$ cat src/rtl/mem_access_pkg.sv
// Shared encodings for mem_access_unit: access sizes, FSM states and the alignment check.
// The RMW states exist only when SUBWORD_RMW_EN is defined.
package mem_access_pkg;

    typedef enum logic [1:0] {
        SizeByte = 2'd0,
        SizeHalf = 2'd1,
        SizeWord = 2'd2,
        SizeRsvd = 2'd3
    } size_e;

    localparam logic [2:0] StIdle   = 3'd0;
    localparam logic [2:0] StAccess = 3'd1;
    localparam logic [2:0] StResp   = 3'd2;
`ifdef SUBWORD_RMW_EN
    localparam logic [2:0] StRmwRd  = 3'd3;
    localparam logic [2:0] StRmwWr  = 3'd4;
`endif

    // The reserved size is always reported as misaligned.
    function automatic logic is_misaligned(input size_e size, input logic [1:0] addr_lo);
        logic bad;
        case (size)
            SizeByte: bad = 1'b0;
            SizeHalf: bad = addr_lo[0];
            SizeWord: bad = |addr_lo;
            default:  bad = 1'b1;
        endcase
        return bad;
    endfunction

endpackage

$ cat src/rtl/mem_lane_align.sv
// Byte-lane steering for mem_access_unit: little-endian load extract/extend and
// store byte-merge into a base word.
module mem_lane_align
    import mem_access_pkg::*;
(
    input  logic [31:0] ld_word_i,
    input  logic [1:0]  ld_lane_i,
    input  size_e       ld_size_i,
    input  logic        ld_unsigned_i,
    output logic [31:0] ld_data_o,
    input  logic [31:0] st_base_i,
    input  logic [31:0] st_wdata_i,
    input  logic [1:0]  st_lane_i,
    input  size_e       st_size_i,
    output logic [31:0] st_word_o
);

    logic [7:0]  ld_byte;
    logic [15:0] ld_half;

    always_comb begin
        ld_byte = ld_word_i[{ld_lane_i, 3'b000} +: 8];
        ld_half = ld_word_i[{ld_lane_i[1], 4'b0000} +: 16];
        case (ld_size_i)
            SizeByte: ld_data_o = {{24{ld_byte[7] & ~ld_unsigned_i}}, ld_byte};
            SizeHalf: ld_data_o = {{16{ld_half[15] & ~ld_unsigned_i}}, ld_half};
            default:  ld_data_o = ld_word_i;
        endcase
    end

    always_comb begin
        st_word_o = st_base_i;
        case (st_size_i)
            SizeByte: st_word_o[{st_lane_i, 3'b000} +: 8]     = st_wdata_i[7:0];
            SizeHalf: st_word_o[{st_lane_i[1], 4'b0000} +: 16] = st_wdata_i[15:0];
            default:  st_word_o = st_wdata_i;
        endcase
    end

endmodule

$ cat src/rtl/mem_access_unit.sv
// Load/store sequencer between execute stage and data-memory wrapper.
// Define SUBWORD_RMW_EN to turn sub-word stores into read-modify-write instead of errors.
module mem_access_unit
    import mem_access_pkg::*;
#(
    parameter int unsigned TAG_W = 5
) (
    input  logic             clk,
    input  logic             rstn,
    input  logic             req_valid,
    output logic             req_ready,
    input  logic             req_we,
    input  logic [1:0]       req_size,
    input  logic             req_unsigned,
    input  logic [31:0]      req_addr,
    input  logic [31:0]      req_wdata,
    input  logic [TAG_W-1:0] req_tag,
    output logic             resp_valid,
    output logic [31:0]      resp_data,
    output logic [TAG_W-1:0] resp_tag,
    output logic             resp_err,
    output logic [31:0]      mem_addr,
    output logic [31:0]      mem_data_in,
    output logic             mem_write_enable,
    output logic             mem_read_enable,
    input  logic [31:0]      mem_data_out,
    input  logic             mem_miss
);

    logic [2:0]       state_q, state_d;
    size_e            size_q, size_d;
    logic             uns_q, uns_d;
    logic [1:0]       lane_q, lane_d;
    logic             we_q, we_d;
    logic [TAG_W-1:0] tag_q, tag_d;
`ifdef SUBWORD_RMW_EN
    logic [31:0]      wdata_q, wdata_d;
`endif
    logic             resp_valid_q, resp_valid_d;
    logic [31:0]      resp_data_q, resp_data_d;
    logic [TAG_W-1:0] resp_tag_q, resp_tag_d;
    logic             resp_err_q, resp_err_d;
    logic [31:0]      mem_addr_q, mem_addr_d;
    logic [31:0]      mem_wdata_q, mem_wdata_d;
    logic             mem_we_q, mem_we_d;
    logic             mem_re_q, mem_re_d;

    size_e       req_size_e;
    logic        accept;
    logic        req_err;
    logic [31:0] ld_data;
    logic [31:0] st_word;
    logic [31:0] word_store_data;

    assign req_size_e = size_e'(req_size);
    assign req_ready  = (state_q == StIdle) || (state_q == StResp);
    assign accept     = req_valid & req_ready;

`ifdef SUBWORD_RMW_EN
    assign req_err         = is_misaligned(req_size_e, req_addr[1:0]);
    assign word_store_data = req_wdata;
`else
    assign req_err         = is_misaligned(req_size_e, req_addr[1:0]) |
                             (req_we & (req_size_e != SizeWord));
    assign word_store_data = st_word;
`endif

    // Without RMW the merge path only ever sees word stores, so it is fed from the request.
    mem_lane_align u_lane_align (
        .ld_word_i     (mem_data_out),
        .ld_lane_i     (lane_q),
        .ld_size_i     (size_q),
        .ld_unsigned_i (uns_q),
        .ld_data_o     (ld_data),
`ifdef SUBWORD_RMW_EN
        .st_base_i     (mem_data_out),
        .st_wdata_i    (wdata_q),
        .st_lane_i     (lane_q),
        .st_size_i     (size_q),
`else
        .st_base_i     (32'h0),
        .st_wdata_i    (req_wdata),
        .st_lane_i     (req_addr[1:0]),
        .st_size_i     (req_size_e),
`endif
        .st_word_o     (st_word)
    );

    always_comb begin
        state_d      = state_q;
        size_d       = size_q;
        uns_d        = uns_q;
        lane_d       = lane_q;
        we_d         = we_q;
        tag_d        = tag_q;
`ifdef SUBWORD_RMW_EN
        wdata_d      = wdata_q;
`endif
        resp_valid_d = 1'b0;
        resp_data_d  = resp_data_q;
        resp_tag_d   = resp_tag_q;
        resp_err_d   = resp_err_q;
        mem_addr_d   = mem_addr_q;
        mem_wdata_d  = mem_wdata_q;
        mem_we_d     = mem_we_q;
        mem_re_d     = mem_re_q;

        case (state_q)
            StIdle, StResp: begin
                state_d = StIdle;
                if (accept) begin
                    size_d  = req_size_e;
                    uns_d   = req_unsigned;
                    lane_d  = req_addr[1:0];
                    we_d    = req_we;
                    tag_d   = req_tag;
`ifdef SUBWORD_RMW_EN
                    wdata_d = req_wdata;
`endif
                    if (req_err) begin
                        state_d      = StResp;
                        resp_valid_d = 1'b1;
                        resp_err_d   = 1'b1;
                        resp_data_d  = 32'h0;
                        resp_tag_d   = req_tag;
                    end else begin
                        mem_addr_d = {2'b00, req_addr[31:2]};
                        if (!req_we) begin
                            mem_re_d = 1'b1;
                            state_d  = StAccess;
                        end
`ifdef SUBWORD_RMW_EN
                        else if (req_size_e != SizeWord) begin
                            mem_re_d = 1'b1;
                            state_d  = StRmwRd;
                        end
`endif
                        else begin
                            mem_we_d    = 1'b1;
                            mem_wdata_d = word_store_data;
                            state_d     = StAccess;
                        end
                    end
                end
            end
            StAccess: begin
                if (!mem_miss) begin
                    state_d      = StResp;
                    mem_re_d     = 1'b0;
                    mem_we_d     = 1'b0;
                    resp_valid_d = 1'b1;
                    resp_err_d   = 1'b0;
                    resp_tag_d   = tag_q;
                    resp_data_d  = we_q ? 32'h0 : ld_data;
                end
            end
`ifdef SUBWORD_RMW_EN
            StRmwRd: begin
                if (!mem_miss) begin
                    state_d     = StRmwWr;
                    mem_re_d    = 1'b0;
                    mem_we_d    = 1'b1;
                    mem_wdata_d = st_word;
                end
            end
            StRmwWr: begin
                if (!mem_miss) begin
                    state_d      = StResp;
                    mem_we_d     = 1'b0;
                    resp_valid_d = 1'b1;
                    resp_err_d   = 1'b0;
                    resp_tag_d   = tag_q;
                    resp_data_d  = 32'h0;
                end
            end
`endif
            default: begin
                state_d  = StIdle;
                mem_re_d = 1'b0;
                mem_we_d = 1'b0;
            end
        endcase
    end

    always_ff @(posedge clk or negedge rstn) begin
        if (!rstn) begin
            state_q      <= StIdle;
            size_q       <= SizeByte;
            uns_q        <= 1'b0;
            lane_q       <= 2'b00;
            we_q         <= 1'b0;
            tag_q        <= '0;
`ifdef SUBWORD_RMW_EN
            wdata_q      <= 32'h0;
`endif
            resp_valid_q <= 1'b0;
            resp_data_q  <= 32'h0;
            resp_tag_q   <= '0;
            resp_err_q   <= 1'b0;
            mem_addr_q   <= 32'h0;
            mem_wdata_q  <= 32'h0;
            mem_we_q     <= 1'b0;
            mem_re_q     <= 1'b0;
        end else begin
            state_q      <= state_d;
            size_q       <= size_d;
            uns_q        <= uns_d;
            lane_q       <= lane_d;
            we_q         <= we_d;
            tag_q        <= tag_d;
`ifdef SUBWORD_RMW_EN
            wdata_q      <= wdata_d;
`endif
            resp_valid_q <= resp_valid_d;
            resp_data_q  <= resp_data_d;
            resp_tag_q   <= resp_tag_d;
            resp_err_q   <= resp_err_d;
            mem_addr_q   <= mem_addr_d;
            mem_wdata_q  <= mem_wdata_d;
            mem_we_q     <= mem_we_d;
            mem_re_q     <= mem_re_d;
        end
    end

    assign resp_valid       = resp_valid_q;
    assign resp_data        = resp_data_q;
    assign resp_tag         = resp_tag_q;
    assign resp_err         = resp_err_q;
    assign mem_addr         = mem_addr_q;
    assign mem_data_in      = mem_wdata_q;
    assign mem_write_enable = mem_we_q;
    assign mem_read_enable  = mem_re_q;

endmodule

$ cat config.mk
export PLATFORM = sky130hd
export DESIGN_NAME = mem_access_unit
export DESIGN_NICKNAME = d
export VERILOG_FILES = /design/src/rtl/mem_access_pkg.sv /design/src/rtl/mem_lane_align.sv /design/src/rtl/mem_access_unit.sv
export SDC_FILE = /design/constraint.sdc
export NUM_CORES = 1
export LEC_CHECK = 0
export CORE_MARGIN = 2
export CORE_UTILIZATION = 47
export DETAILED_ROUTE_END_ITERATION = 8
export GPL_TIMING_DRIVEN = 0
export PLACE_DENSITY_LB_ADDON = 0.15
export RECOVER_POWER = 50
export SYNTH_ARGS = -nofsm -noshare
export SYNTH_HDL_FRONTEND = slang
export SYNTH_SLANG_ARGS = --single-unit
$ cat constraint.sdc
create_clock -name clk -period 3.7 [get_ports clk]
set_input_delay 0.555 -clock clk [delete_from_list [all_inputs] [get_ports clk]]
set_output_delay 0.555 -clock clk [all_outputs]
set_load 0.03 [all_outputs]
==> flow_summary_export.csv <==
group,metric,value,unit
cells_and_area,layout_commonest_cell,"clkdlybuf4s50_1",
drt,wl_per_cell,17.3,um
drt,wl,15100,um
cells_and_area,finalNetCount,833,
cells_and_area,syn_to_final_growth,54.5,%
sta,rsz0062_at_grt,"false",
floorplanning,die_area,0.0120,mm2
critical_path,worst_ep_required_time,4.09,ns
drt,vias,4754,
power_and_ir_drop,internal_power,3.05,mW
critical_path,slowest_stage,"dlygate4sd3_1",
global_route,grt_pass1_wl,23600,um
global_route,antenna_found_initial,0,
global_route,grt_pass1_vias,4845,
floorplanning,fp-row-count,38,
drt,first_pass_iters,6,
logic_synthesis,synth_seq_cells,116,
sta,hold_viol_final,7,
clock_tree,cts_sinks,116,
critical_path,path_max_fanout,10,
floorplanning,fp.dieW,110,um
placement,routabilityCongestion,0.893,
floorplanning,core,0.0108,mm2
critical_path,critPathTopFamily,"buffers and inverters",
critical_path,cp_cell_sequence,"dlygate4sd3_1 > inv_1 > ha_1 > nand3b_1 > a21oi_1 > clkbuf_1 > mux2_2",
sta,fmax,0.396,GHz
critical_path,cp-end-kind,"register",
critical_path,critPathKind,"input pin to register",
sta,slew_violations,0,
power_and_ir_drop,power_density,550,mW/mm2
critical_path,crit_buf_inv,3,
clock_tree,tritoncts,"done",
status,violations,"negative hold slack, max-capacitance violations",
logic_synthesis,synth.distinct_cells,42,
clock_tree,cts_buffers,17,
clock_tree,hold_buffers,0,
logic_synthesis,synthCells,489,
logic_synthesis,synth_area_per_cell,10.7,um2
global_route,grt_max_degree,62,
floorplanning,die_h,110,um
power_and_ir_drop,combPwrFrac,0.295,
floorplanning,ioPinCount,215,
cells_and_area,antenna_cells,0,
logic_synthesis,synth_area,0.00524,mm2
logic_synthesis,yosysWarningCount,0,
critical_path,worstPathArrival,2.92,ns
placement,portBuffers,210,
drt,drt_iter0_markers,277,
sta,setup_viol_count_final,0,
sta,worst_slew_pin_slew,1.49,ns
critical_path,start_kind,"input pin",
placement,placedCellCount,841,
power_and_ir_drop,seqPwrFrac,0.356,
drt,drc,0,
clock_tree,clockRootBuffer,"clkbuf_8",
job,maxCapViolCount,1,
clock_tree,htree_num_levels,4,
clock_tree,worst_skew_pair.late_latency,0.51,ns
global_route,grt-ovfl-total,0,
logic_synthesis,yosysSeqAreaShare,0.554,
cells_and_area,instances_no_fill,873,
placement,hpwl,11200,um
clock_tree,cts_max_path_buffers,2,
sta,slew_headroom,0.00350,
cells_and_area,layout_common_cells,"clkdlybuf4s50_1 (170), dfrtp_1 (116), nand2_1 (82)",
cells_and_area,final_util,0.747,
power_and_ir_drop,p_leak,3.66,nW
floorplanning,initial_utilization,0.483,
power_and_ir_drop,p_clk_frac,0.349,
sta,finalCritPeriodShare,0.683,
power_and_ir_drop,p_sw_frac,0.314,
clock_tree,post_cts_buffers,0,
power_and_ir_drop,power_switching,1.40,mW
clock_tree,clk_pin_slew,0.05,ns
drt,drtAntennaViolNets,0,
sta,period_needed,2.53,ns
cells_and_area,drive_gt1_frac,0.131,
sta,skew,0.0121,ns
sta,hold_ws,-0.00663,ns
global_route,grt_use_total,0.258,
min_path,hp-class,"input pin to async pin",
drt,viasPerCell,5.45,
status,status,"finished, violations left",
clock_tree,cts_resized,0,
critical_path,slowest_delay,0.64,ns
power_and_ir_drop,ir_drop,361,uV
final cells by class:
type / instances / area, um2
Sequential cell: 116 / 2900
Fill cell: 841 / 2750
Timing Repair Buffer: 211 / 2110
Multi-Input combinational cell: 312 / 2070
Clock buffer: 22 / 463
Buffer: 39 / 184
Tap cell: 140 / 175
Clock inverter: 10 / 105
Inverter: 23 / 86.3
worst reg2reg max path, stage by stage (launching register included):
cell and delay [ns]:
dfrtp_1 0.40, nor2b_1 0.18, buf_1 0.37, a32oi_2 0.22, a2111oi_4 0.65, buf_6 0.23, a221o_2 0.13
cell families (layout without fill, tap and decap cells):
logic type	Yosys count	after routing	share of synthesized area
AO/OA/AOI/OAI	125	125	0.166
adder cells (fa/ha/maj)	4	4	0.00955
buffers and inverters	62	305	0.0518
flip-flops	116	116	0.554
multiplexers	51	51	0.105
other	1	2	0.000716
AND/OR/NAND/NOR	130	130	0.112
registers in the layout, summed over array words and instances, names as in the netlist, 2 cells and up:
register     flops
mem_data_in     32
resp_tag         5
lane_q           2
tag_q            5
mem_addr        30
state_q          2
resp_data       32
size_q           2
cell usage after synthesis, drive strengths merged:
library cell / number / area, um2
a221o: 16 / 178
or4b: 1 / 10.0
a32oi: 2 / 32.5
nor3: 8 / 40.0
a2111oi: 1 / 27.5
o21bai: 1 / 7.51
nand2: 82 / 308
or3: 2 / 12.5
a21o: 3 / 22.5
nor4: 1 / 6.26
a22o: 1 / 8.76
nor4b: 2 / 17.5
nor2: 8 / 30.0
a22oi: 8 / 60.1
nand3b: 2 / 15.0
nor3b: 1 / 7.51
clkbuf: 19 / 71.3
nor2b: 9 / 56.3
o21a: 1 / 7.51
and3b: 1 / 8.76
a211oi: 7 / 52.6
and3: 2 / 12.5
nand2b: 1 / 6.26
a222oi: 8 / 80.1
buf: 20 / 114
nand3: 7 / 35.0
or3b: 1 / 8.76
conb: 1 / 3.75
a21oi: 25 / 125
inv: 23 / 86.3
ha: 4 / 50.1
a211o: 2 / 17.5
a31oi: 2 / 12.5
and2b: 2 / 15.0
mux2i: 19 / 190
o21ai: 48 / 240
mux2: 32 / 360
dfrtp: 116 / 2900
power by group through the flow:
stage | Combinational (mW) | Clock (mW) | Sequential [mW]
floorplan | 0.332 | 0 | 1.97
global placement | 1.32 | 0 | 1.59
detailed placement | 1.34 | 0 | 1.61
CTS | 1.35 | 1.57 | 1.59
global route | 1.39 | 1.64 | 1.61
finish | 1.31 | 1.55 | 1.58
layer usage:
layer / routed length, um / track usage / vias to the layer above / share of wire
met5: 0 / 0 / - / 0
met4: 429 / 0.107 / 0 / 0.028
met3: 1370 / 0.0907 / 36 / 0.090
met2: 7480 / 0.433 / 221 / 0.49
met1: 5850 / 0.300 / 2295 / 0.39
li1: - / - / 2202 / -
path summary, 6_finish.rpt:
path / start / endpoint / slack [ns] / depth (start not counted)
setup / recovery: req_addr[0] / mem_addr[28] / 1.17 / 7
hold / removal: rstn / resp_data[17] / -0.007 / 1
setup reg to reg: lane_q[0] / resp_data[20] / 1.47 / 6
hold reg to reg: mem_data_in[25] / mem_data_in[25] / 0.47 / 2
max in group asynchronous: rstn / mem_data_in[9] / 1.88 / 2
min in group clk: req_size[0] / size_q[0] / 0.42 / 3
through the flow:
stage	power (mW)	setup slack [ns]	setup TNS, ns	instance area [um2]
floorplan	2.30	1.66	0	5240
global placement	2.91	-2.29	-265.01	7520
detailed placement	2.95	0.805	0	7550
CTS	4.51	1.32	0	8120
global route	4.64	0.969	0	8090
finish	4.45	1.17	0	8090
Note: power is estimated with default switching activity, not from simulation.
